File: src/rtl/mc_ctrl_fsm_if.sv
// Control bundle between the multi-cycle MIPS main control FSM and its datapath.
// The master side (the FSM) consumes instruction fields and flags and drives selects/strobes.
interface mc_ctrl_fsm_if;
    logic [5:0] opcode;
    logic [5:0] funct;
    logic       zero_flag;
    logic       mem_ready;

    logic [2:0] alu_ctrl;
    logic       alu_src_a;
    logic [1:0] alu_src_b;
    logic       ext_zero;
    logic [1:0] pc_source;
    logic       pc_en;
    logic       i_or_d;
    logic       mem_read;
    logic       mem_write;
    logic       ir_write;
    logic       reg_write;
    logic       reg_dst;
    logic       mem_to_reg;
    logic       inst_done;
    logic       illegal_op;
    logic [3:0] state;

    modport master (
        input  opcode, funct, zero_flag, mem_ready,
        output alu_ctrl, alu_src_a, alu_src_b, ext_zero, pc_source, pc_en,
               i_or_d, mem_read, mem_write, ir_write, reg_write, reg_dst,
               mem_to_reg, inst_done, illegal_op, state
    );

    modport slave (
        output opcode, funct, zero_flag, mem_ready,
        input  alu_ctrl, alu_src_a, alu_src_b, ext_zero, pc_source, pc_en,
               i_or_d, mem_read, mem_write, ir_write, reg_write, reg_dst,
               mem_to_reg, inst_done, illegal_op, state
    );
endinterface

File: src/rtl/mc_ctrl_fsm.sv
// Multi-cycle MIPS main control unit: one state per cycle from fetch to writeback,
// with stalls on the memory ready handshake. Outputs are decoded from the current state.
module mc_ctrl_fsm #(
    parameter bit MEM_WAIT_EN = 1'b1
) (
    input logic           clk,
    input logic           rst_n,
    mc_ctrl_fsm_if.master ctl_if
);

    localparam logic [3:0] S_FETCH    = 4'd0;
    localparam logic [3:0] S_DECODE   = 4'd1;
    localparam logic [3:0] S_MEM_ADDR = 4'd2;
    localparam logic [3:0] S_MEM_RD   = 4'd3;
    localparam logic [3:0] S_MEM_WB   = 4'd4;
    localparam logic [3:0] S_MEM_WR   = 4'd5;
    localparam logic [3:0] S_R_EXEC   = 4'd6;
    localparam logic [3:0] S_R_WB     = 4'd7;
    localparam logic [3:0] S_BRANCH   = 4'd8;
    localparam logic [3:0] S_JUMP     = 4'd9;
    localparam logic [3:0] S_I_EXEC   = 4'd10;
    localparam logic [3:0] S_I_WB     = 4'd11;

    localparam logic [5:0] OP_RTYPE = 6'h00;
    localparam logic [5:0] OP_J     = 6'h02;
    localparam logic [5:0] OP_BEQ   = 6'h04;
    localparam logic [5:0] OP_BNE   = 6'h05;
    localparam logic [5:0] OP_ADDI  = 6'h08;
    localparam logic [5:0] OP_SLTI  = 6'h0A;
    localparam logic [5:0] OP_ANDI  = 6'h0C;
    localparam logic [5:0] OP_ORI   = 6'h0D;
    localparam logic [5:0] OP_LW    = 6'h23;
    localparam logic [5:0] OP_SW    = 6'h2B;

    localparam logic [5:0] FN_SLL = 6'h00;
    localparam logic [5:0] FN_SRL = 6'h02;
    localparam logic [5:0] FN_ADD = 6'h20;
    localparam logic [5:0] FN_SUB = 6'h22;
    localparam logic [5:0] FN_AND = 6'h24;
    localparam logic [5:0] FN_OR  = 6'h25;
    localparam logic [5:0] FN_SLT = 6'h2A;

    localparam logic [2:0] ALU_AND = 3'b000;
    localparam logic [2:0] ALU_OR  = 3'b001;
    localparam logic [2:0] ALU_ADD = 3'b010;
    localparam logic [2:0] ALU_SLL = 3'b011;
    localparam logic [2:0] ALU_SRL = 3'b100;
    localparam logic [2:0] ALU_SUB = 3'b110;
    localparam logic [2:0] ALU_SLT = 3'b111;

    logic [3:0] state_q, state_d;
    logic       mem_rdy;
    logic       r_legal, op_legal, i_zext;
    logic [2:0] r_alu, i_alu;

    logic [2:0] alu_ctrl;
    logic       alu_src_a;
    logic [1:0] alu_src_b;
    logic       ext_zero;
    logic [1:0] pc_source;
    logic       pc_en, i_or_d, mem_read, mem_write, ir_write;
    logic       reg_write, reg_dst, mem_to_reg, inst_done, illegal_op;

    assign mem_rdy = MEM_WAIT_EN ? ctl_if.mem_ready : 1'b1;

    // Instruction field decode; the IR is stable from DECODE onwards.
    always_comb begin
        // NOTE: every always_comb output gets a default first so no path infers a latch.
        r_legal = 1'b1;
        r_alu   = ALU_ADD;
        case (ctl_if.funct)
            FN_ADD:  r_alu = ALU_ADD;
            FN_SUB:  r_alu = ALU_SUB;
            FN_AND:  r_alu = ALU_AND;
            FN_OR:   r_alu = ALU_OR;
            FN_SLT:  r_alu = ALU_SLT;
            FN_SLL:  r_alu = ALU_SLL;
            FN_SRL:  r_alu = ALU_SRL;
            default: r_legal = 1'b0;
        endcase

        i_alu  = ALU_ADD;
        i_zext = 1'b0;
        case (ctl_if.opcode)
            OP_SLTI: i_alu = ALU_SLT;
            OP_ANDI: begin i_alu = ALU_AND; i_zext = 1'b1; end
            OP_ORI:  begin i_alu = ALU_OR;  i_zext = 1'b1; end
            default: i_alu = ALU_ADD;
        endcase

        case (ctl_if.opcode)
            OP_RTYPE:                          op_legal = r_legal;
            OP_LW, OP_SW, OP_BEQ, OP_BNE, OP_J,
            OP_ADDI, OP_SLTI, OP_ANDI, OP_ORI: op_legal = 1'b1;
            default:                           op_legal = 1'b0;
        endcase
    end

    always_comb begin
        state_d = state_q;
        case (state_q)
            S_FETCH:    if (mem_rdy) state_d = S_DECODE;
            S_DECODE: begin
                if (!op_legal) begin
                    state_d = S_FETCH;
                end else begin
                    case (ctl_if.opcode)
                        OP_LW, OP_SW:   state_d = S_MEM_ADDR;
                        OP_RTYPE:       state_d = S_R_EXEC;
                        OP_BEQ, OP_BNE: state_d = S_BRANCH;
                        OP_J:           state_d = S_JUMP;
                        default:        state_d = S_I_EXEC;
                    endcase
                end
            end
            S_MEM_ADDR: state_d = (ctl_if.opcode == OP_LW) ? S_MEM_RD : S_MEM_WR;
            S_MEM_RD:   if (mem_rdy) state_d = S_MEM_WB;
            S_MEM_WR:   if (mem_rdy) state_d = S_FETCH;
            S_R_EXEC:   state_d = S_R_WB;
            S_I_EXEC:   state_d = S_I_WB;
            default:    state_d = S_FETCH;
        endcase
    end

    always_ff @(posedge clk or negedge rst_n) begin
        // NOTE: state registers use non-blocking assignments so all flops update together.
        if (!rst_n) state_q <= S_FETCH;
        else        state_q <= state_d;
    end

    // Output decode is also gated by rst_n so strobes fall the moment reset asserts.
    always_comb begin
        alu_ctrl   = 3'b000;
        alu_src_a  = 1'b0;
        alu_src_b  = 2'b00;
        ext_zero   = 1'b0;
        pc_source  = 2'b00;
        pc_en      = 1'b0;
        i_or_d     = 1'b0;
        mem_read   = 1'b0;
        mem_write  = 1'b0;
        ir_write   = 1'b0;
        reg_write  = 1'b0;
        reg_dst    = 1'b0;
        mem_to_reg = 1'b0;
        inst_done  = 1'b0;
        illegal_op = 1'b0;
        if (rst_n) begin
            case (state_q)
                S_FETCH: begin
                    mem_read  = 1'b1;
                    alu_src_b = 2'b01;
                    alu_ctrl  = ALU_ADD;
                    ir_write  = mem_rdy;
                    pc_en     = mem_rdy;
                end
                S_DECODE: begin
                    alu_src_b  = 2'b11;
                    alu_ctrl   = ALU_ADD;
                    illegal_op = !op_legal;
                end
                S_MEM_ADDR: begin
                    alu_src_a = 1'b1;
                    alu_src_b = 2'b10;
                    alu_ctrl  = ALU_ADD;
                end
                S_MEM_RD: begin
                    mem_read = 1'b1;
                    i_or_d   = 1'b1;
                end
                S_MEM_WB: begin
                    reg_write  = 1'b1;
                    mem_to_reg = 1'b1;
                    inst_done  = 1'b1;
                end
                S_MEM_WR: begin
                    mem_write = 1'b1;
                    i_or_d    = 1'b1;
                    inst_done = mem_rdy;
                end
                S_R_EXEC: begin
                    alu_src_a = 1'b1;
                    alu_ctrl  = r_alu;
                end
                S_R_WB: begin
                    reg_write = 1'b1;
                    reg_dst   = 1'b1;
                    inst_done = 1'b1;
                end
                S_BRANCH: begin
                    alu_src_a = 1'b1;
                    alu_ctrl  = ALU_SUB;
                    pc_source = 2'b01;
                    pc_en     = (ctl_if.opcode == OP_BEQ) ? ctl_if.zero_flag : !ctl_if.zero_flag;
                    inst_done = 1'b1;
                end
                S_JUMP: begin
                    pc_source = 2'b10;
                    pc_en     = 1'b1;
                    inst_done = 1'b1;
                end
                S_I_EXEC: begin
                    alu_src_a = 1'b1;
                    alu_src_b = 2'b10;
                    alu_ctrl  = i_alu;
                    ext_zero  = i_zext;
                end
                S_I_WB: begin
                    reg_write = 1'b1;
                    inst_done = 1'b1;
                    alu_ctrl  = i_alu;
                    ext_zero  = i_zext;
                end
                default: ;
            endcase
        end
    end

    assign ctl_if.alu_ctrl   = alu_ctrl;
    assign ctl_if.alu_src_a  = alu_src_a;
    assign ctl_if.alu_src_b  = alu_src_b;
    assign ctl_if.ext_zero   = ext_zero;
    assign ctl_if.pc_source  = pc_source;
    assign ctl_if.pc_en      = pc_en;
    assign ctl_if.i_or_d     = i_or_d;
    assign ctl_if.mem_read   = mem_read;
    assign ctl_if.mem_write  = mem_write;
    assign ctl_if.ir_write   = ir_write;
    assign ctl_if.reg_write  = reg_write;
    assign ctl_if.reg_dst    = reg_dst;
    assign ctl_if.mem_to_reg = mem_to_reg;
    assign ctl_if.inst_done  = inst_done;
    assign ctl_if.illegal_op = illegal_op;
    assign ctl_if.state      = state_q;

endmodule

File: src/flat_wrapper.sv
// flat-port wrapper written by rule: the top's interface ports become plain ports
module mc_ctrl_fsm_flat 
#(
    parameter bit MEM_WAIT_EN = 1'b1
)
  (clk, rst_n, ctl_if_opcode, ctl_if_funct, ctl_if_zero_flag, ctl_if_mem_ready, ctl_if_alu_ctrl, ctl_if_alu_src_a, ctl_if_alu_src_b, ctl_if_ext_zero, ctl_if_pc_source, ctl_if_pc_en, ctl_if_i_or_d, ctl_if_mem_read, ctl_if_mem_write, ctl_if_ir_write, ctl_if_reg_write, ctl_if_reg_dst, ctl_if_mem_to_reg, ctl_if_inst_done, ctl_if_illegal_op, ctl_if_state);
  mc_ctrl_fsm_if ctl_if_i ();
  input logic clk;
  input logic rst_n;
  input wire logic [$bits(ctl_if_i.opcode)-1:0] ctl_if_opcode;
  input wire logic [$bits(ctl_if_i.funct)-1:0] ctl_if_funct;
  input wire logic [$bits(ctl_if_i.zero_flag)-1:0] ctl_if_zero_flag;
  input wire logic [$bits(ctl_if_i.mem_ready)-1:0] ctl_if_mem_ready;
  output wire logic [$bits(ctl_if_i.alu_ctrl)-1:0] ctl_if_alu_ctrl;
  output wire logic [$bits(ctl_if_i.alu_src_a)-1:0] ctl_if_alu_src_a;
  output wire logic [$bits(ctl_if_i.alu_src_b)-1:0] ctl_if_alu_src_b;
  output wire logic [$bits(ctl_if_i.ext_zero)-1:0] ctl_if_ext_zero;
  output wire logic [$bits(ctl_if_i.pc_source)-1:0] ctl_if_pc_source;
  output wire logic [$bits(ctl_if_i.pc_en)-1:0] ctl_if_pc_en;
  output wire logic [$bits(ctl_if_i.i_or_d)-1:0] ctl_if_i_or_d;
  output wire logic [$bits(ctl_if_i.mem_read)-1:0] ctl_if_mem_read;
  output wire logic [$bits(ctl_if_i.mem_write)-1:0] ctl_if_mem_write;
  output wire logic [$bits(ctl_if_i.ir_write)-1:0] ctl_if_ir_write;
  output wire logic [$bits(ctl_if_i.reg_write)-1:0] ctl_if_reg_write;
  output wire logic [$bits(ctl_if_i.reg_dst)-1:0] ctl_if_reg_dst;
  output wire logic [$bits(ctl_if_i.mem_to_reg)-1:0] ctl_if_mem_to_reg;
  output wire logic [$bits(ctl_if_i.inst_done)-1:0] ctl_if_inst_done;
  output wire logic [$bits(ctl_if_i.illegal_op)-1:0] ctl_if_illegal_op;
  output wire logic [$bits(ctl_if_i.state)-1:0] ctl_if_state;
  assign ctl_if_i.opcode = ctl_if_opcode;
  assign ctl_if_i.funct = ctl_if_funct;
  assign ctl_if_i.zero_flag = ctl_if_zero_flag;
  assign ctl_if_i.mem_ready = ctl_if_mem_ready;
  assign ctl_if_alu_ctrl = ctl_if_i.alu_ctrl;
  assign ctl_if_alu_src_a = ctl_if_i.alu_src_a;
  assign ctl_if_alu_src_b = ctl_if_i.alu_src_b;
  assign ctl_if_ext_zero = ctl_if_i.ext_zero;
  assign ctl_if_pc_source = ctl_if_i.pc_source;
  assign ctl_if_pc_en = ctl_if_i.pc_en;
  assign ctl_if_i_or_d = ctl_if_i.i_or_d;
  assign ctl_if_mem_read = ctl_if_i.mem_read;
  assign ctl_if_mem_write = ctl_if_i.mem_write;
  assign ctl_if_ir_write = ctl_if_i.ir_write;
  assign ctl_if_reg_write = ctl_if_i.reg_write;
  assign ctl_if_reg_dst = ctl_if_i.reg_dst;
  assign ctl_if_mem_to_reg = ctl_if_i.mem_to_reg;
  assign ctl_if_inst_done = ctl_if_i.inst_done;
  assign ctl_if_illegal_op = ctl_if_i.illegal_op;
  assign ctl_if_state = ctl_if_i.state;
  mc_ctrl_fsm #(.MEM_WAIT_EN(MEM_WAIT_EN)) u_core (.clk(clk), .rst_n(rst_n), .ctl_if(ctl_if_i));
endmodule
File: config.mk
export PLATFORM = sky130hd
export DESIGN_NAME = mc_ctrl_fsm_flat
export DESIGN_NICKNAME = d
export VERILOG_FILES = /design/src/rtl/mc_ctrl_fsm_if.sv /design/src/rtl/mc_ctrl_fsm.sv /design/src/flat_wrapper.sv
export SDC_FILE = /design/constraint.sdc
export NUM_CORES = 1
export LEC_CHECK = 0
export CELL_PAD_IN_SITES_DETAIL_PLACEMENT = 1
export CELL_PAD_IN_SITES_GLOBAL_PLACEMENT = 2
export CORE_MARGIN = 10
export CORE_UTILIZATION = 21
export CTS_CLUSTER_DIAMETER = 40
export DETAILED_ROUTE_END_ITERATION = 8
export PLACE_DENSITY = 0.75
export SETUP_SLACK_MARGIN = 0.3
export SLEW_MARGIN = 0
export SYNTH_ARGS = -nofsm -noshare
export SYNTH_HDL_FRONTEND = slang
export SYNTH_SLANG_ARGS = --single-unit
File: constraint.sdc
create_clock -name clk -period 2 [get_ports clk]
set_input_delay 0.2 -clock clk [delete_from_list [all_inputs] [get_ports clk]]
set_output_delay 0.2 -clock clk [all_outputs]
set_load 0.02 [all_outputs]
==> results <==
[cell type report]
class,count,area [um2]
Tap cell,50,62.6
Fill cell,509,2130
Multi-Input combinational cell,113,875
Inverter,5,26.3
Timing Repair Buffer,96,785
Sequential cell,4,105
Clock buffer,3,41.3
[metal layers]
metal  vias up  track usage
li1        669            -
met1       708        0.155
met2        27        0.249
met3         4       0.0325
met4         0       0.0329
met5         -            0
[repair_timing]
item                                    in CTS  in global routing
pin swaps                                   15                 10
resized for setup                          141                 45
gates cloned                                 0                  0
buffers inserted                             9                  8
endpoints found under the setup margin      22                 19
[worst reg2reg max path, delay by kind of cell, from the launching register on]
family                 cells  cell delay, ns
buffers and inverters      1            0.18
AOI/OAI and AO/OA          2            0.27
and+or+nand+nor            3            0.80
DFF                        1            0.44
[metrics by stage]
step,power [uW],cell area [um2]
3_3_place_gp,964,1550
5_1_grt,1520,1890
3_5_place_dp,993,1550
6_report,1430,1890
4_1_cts,1250,1730
2_1_floorplan,604,896
[logic make-up after synthesis]
logic type	count (synthesis)	share of synthesized area
AND/OR/NAND/NOR	71	0.413
multiplexers	3	0.0340
flip-flops	4	0.113
buffers and inverters	15	0.126
AO/OA/AOI/OAI	38	0.304
XOR/XNOR	1	0.00993
[path summary, 6_finish.rpt]
check | endpoint | startpoint | cells after the start
max | ctl_if_alu_ctrl[2] | u_core.ctl_if.state[2] | 6
min | u_core.ctl_if.state[1] | rst_n | 2
max reg2reg | u_core.ctl_if.state[3] | u_core.ctl_if.state[1] | 6
min reg2reg | u_core.ctl_if.state[0] | u_core.ctl_if.state[2] | 2
max in group asynchronous | u_core.ctl_if.state[0] | rst_n | 2
min in group clk | u_core.ctl_if.state[1] | ctl_if_opcode[3] | 5
[cells in the mapped netlist, drive strengths merged]
library cell	n	area, um2
a2bb2oi	1	8.76
nand2	16	60.1
nand2b	1	6.26
buf	4	50.1
a22o	2	17.5
o21a	1	7.51
a2111oi	1	15.0
nor2	19	71.3
nor3	9	50.1
o31a	2	17.5
and2b	2	17.5
or3	1	6.26
a22oi	2	15.0
and3	5	31.3
nor2b	1	6.26
a31oi	3	18.8
xor2	1	8.76
nand4b	1	8.76
a21o	1	7.51
or2b	1	7.51
nand4	2	12.5
o22ai	1	6.26
o311ai	1	8.76
a32oi	1	8.76
nand3b	1	7.51
o32ai	1	8.76
mux2i	3	30.0
a21bo	1	10.0
o22a	1	8.76
or4	1	7.51
clkbuf	6	42.5
or3b	1	8.76
nand3	6	30.0
dfrtp	4	100
o21ai	10	50.1
a2111o	1	11.3
a222oi	1	10.0
nor3b	2	15.0
nor4	1	6.26
a21oi	6	30.0
nand4bb	1	11.3
inv	5	18.8
o31ai	1	7.51
[power by group]
group | leakage [uW] | internal [uW] | switching [uW] | total (uW)
registers | 0.0000477 | 104 | 29.8 | 134
clock network | 0.0000216 | 129 | 51.1 | 180
logic | 0.000790 | 523 | 592 | 1110
total | 0.000859 | 756 | 673 | 1430
==> summary.md <==
| Metric | Value |
|---|---|
| Status | finished, final reports clean |
| Lkg Pwr | 0.000859 uW |
| Crit path DAT | 1.68 ns |
| # diodes | 0 |
| Row count | 23 |
| Pwr dens | 754 nW/um2 |
| First-pass DRT Iterations | 4 |
| Yosys warning count | 0 |
| Max Slew Vio Count | 0 |
| Final worst slack | 0.119 ns |
| Max H-tree Level | 1 |
| DP Worst Slack | -0.630 ns |
| Clk sinks | 4 |
| PortBufs | 38 |
| Delay of the slowest critical-path stage | 0.38 ns |
| Critical path's top delay family | compound AO/OA/AOI/OAI gates |
| Post-layout min period | 1.88 ns |
| Maximum fanout along the worst path | 4 |
| Vias/cell | 5.20 |
| Routed len/inst | 19.3 um |
| GRT Util Overall | 0.137 |
| Clock transition at path regs | 0.03 ns |
| Final design utilization | 0.470 |
| Final WL | 5240 um |
| Slew @ Worst Pin | 0.310 ns |
| Seq/Total Area, Yosys | 0.113 |
| Most common cell after layout, fill and taps aside | buf_4 |
| #FFs+latches synth | 4 |
| CTS tree | yes |
| Max clock buf depth | 2 |
| RSZ-0062 raised after global routing | true |
| Share of layout cells above drive strength 1 | 0.593 |
| Final hold vios | 0 |
| Initial antenna violation count | 0 |
| WP buf/inv | 1 |
| First-pass GRT wire length | 8170 um |
| Average cell area after synthesis | 6.68 um2 |
| Non-Filler Instances | 271 |
| Num CTS Buffers | 3 |
| Worst hold margin | 0.325 ns |
| Clk_lat worst skew | 0.23 ns |
| Max-cap violations | 0 |
| GPL Wtd Cong | 0.833 |
| Initial Utilization | 0.219 |
| Height of the die | 84.8 um |
| Final period utilization | 0.941 |
| Critical path endpoint category | output port |
| Core footprint | 4030 um2 |
| Most frequent cells in the layout | buf_4, buf_6, nand2_1 |
| Root Driver | clkbuf_8 |
| Max reg flops | 4 |
| Mapped Nets | 148 |
| Maximum VDD drop | 0.214 mV |
| DRT iter0 DRCs | 141 |
| Crit-path slowest cell | dfrtp_2 |
| Post-Place Cells | 251 |
| Met2 wire len | 2930 um |
| Reg2reg setup slack | 0.24 ns |
| Drt drc | 0 |
| Grt ovf | 0 |
| Mapped Area | 882 um2 |
| M1 WL | 2070 um |
| Number of global-route vias before repair | 1517 |
| DP HPWL | 3600 um |
| Largest net degree at the start of global routing | 15 |
| Setup Skew | 0.00371 ns |
| Sum Neg Setup Slack | 0 ns |
| Post-DRT Antenna Nets | 0 |
| Area grow syn2layout | 115% |
| Setup violators final | 0 |
| Die span in x | 84.8 um |
| Fmax | 532 MHz |
| Met3 wire len | 213 um |
| Post-synth cell types | 48 |
| Startpoint types | register |
| Die ar. | 7190 um2 |
| Final #Nets | 239 |
| Crit path cell chain | or2b_4 -> a2111oi_4 -> mux2i_1 -> a2bb2oi_2 -> nor2_2 -> buf_6 |
| Routed via count | 1408 |
| Headroom to the max-slew limit | 0.793 |
| Critical path class | reg2out |
| Hold Buf Count CTS | 0 |
| Highest metal used | met4 |
| Cells after synthesis | 132 |
| CP Data Required Time | 1.80 ns |
| Total I/O pin count | 39 |
| Hold WC Path Type | in2async |
Power figures use the tool's default switching activity.
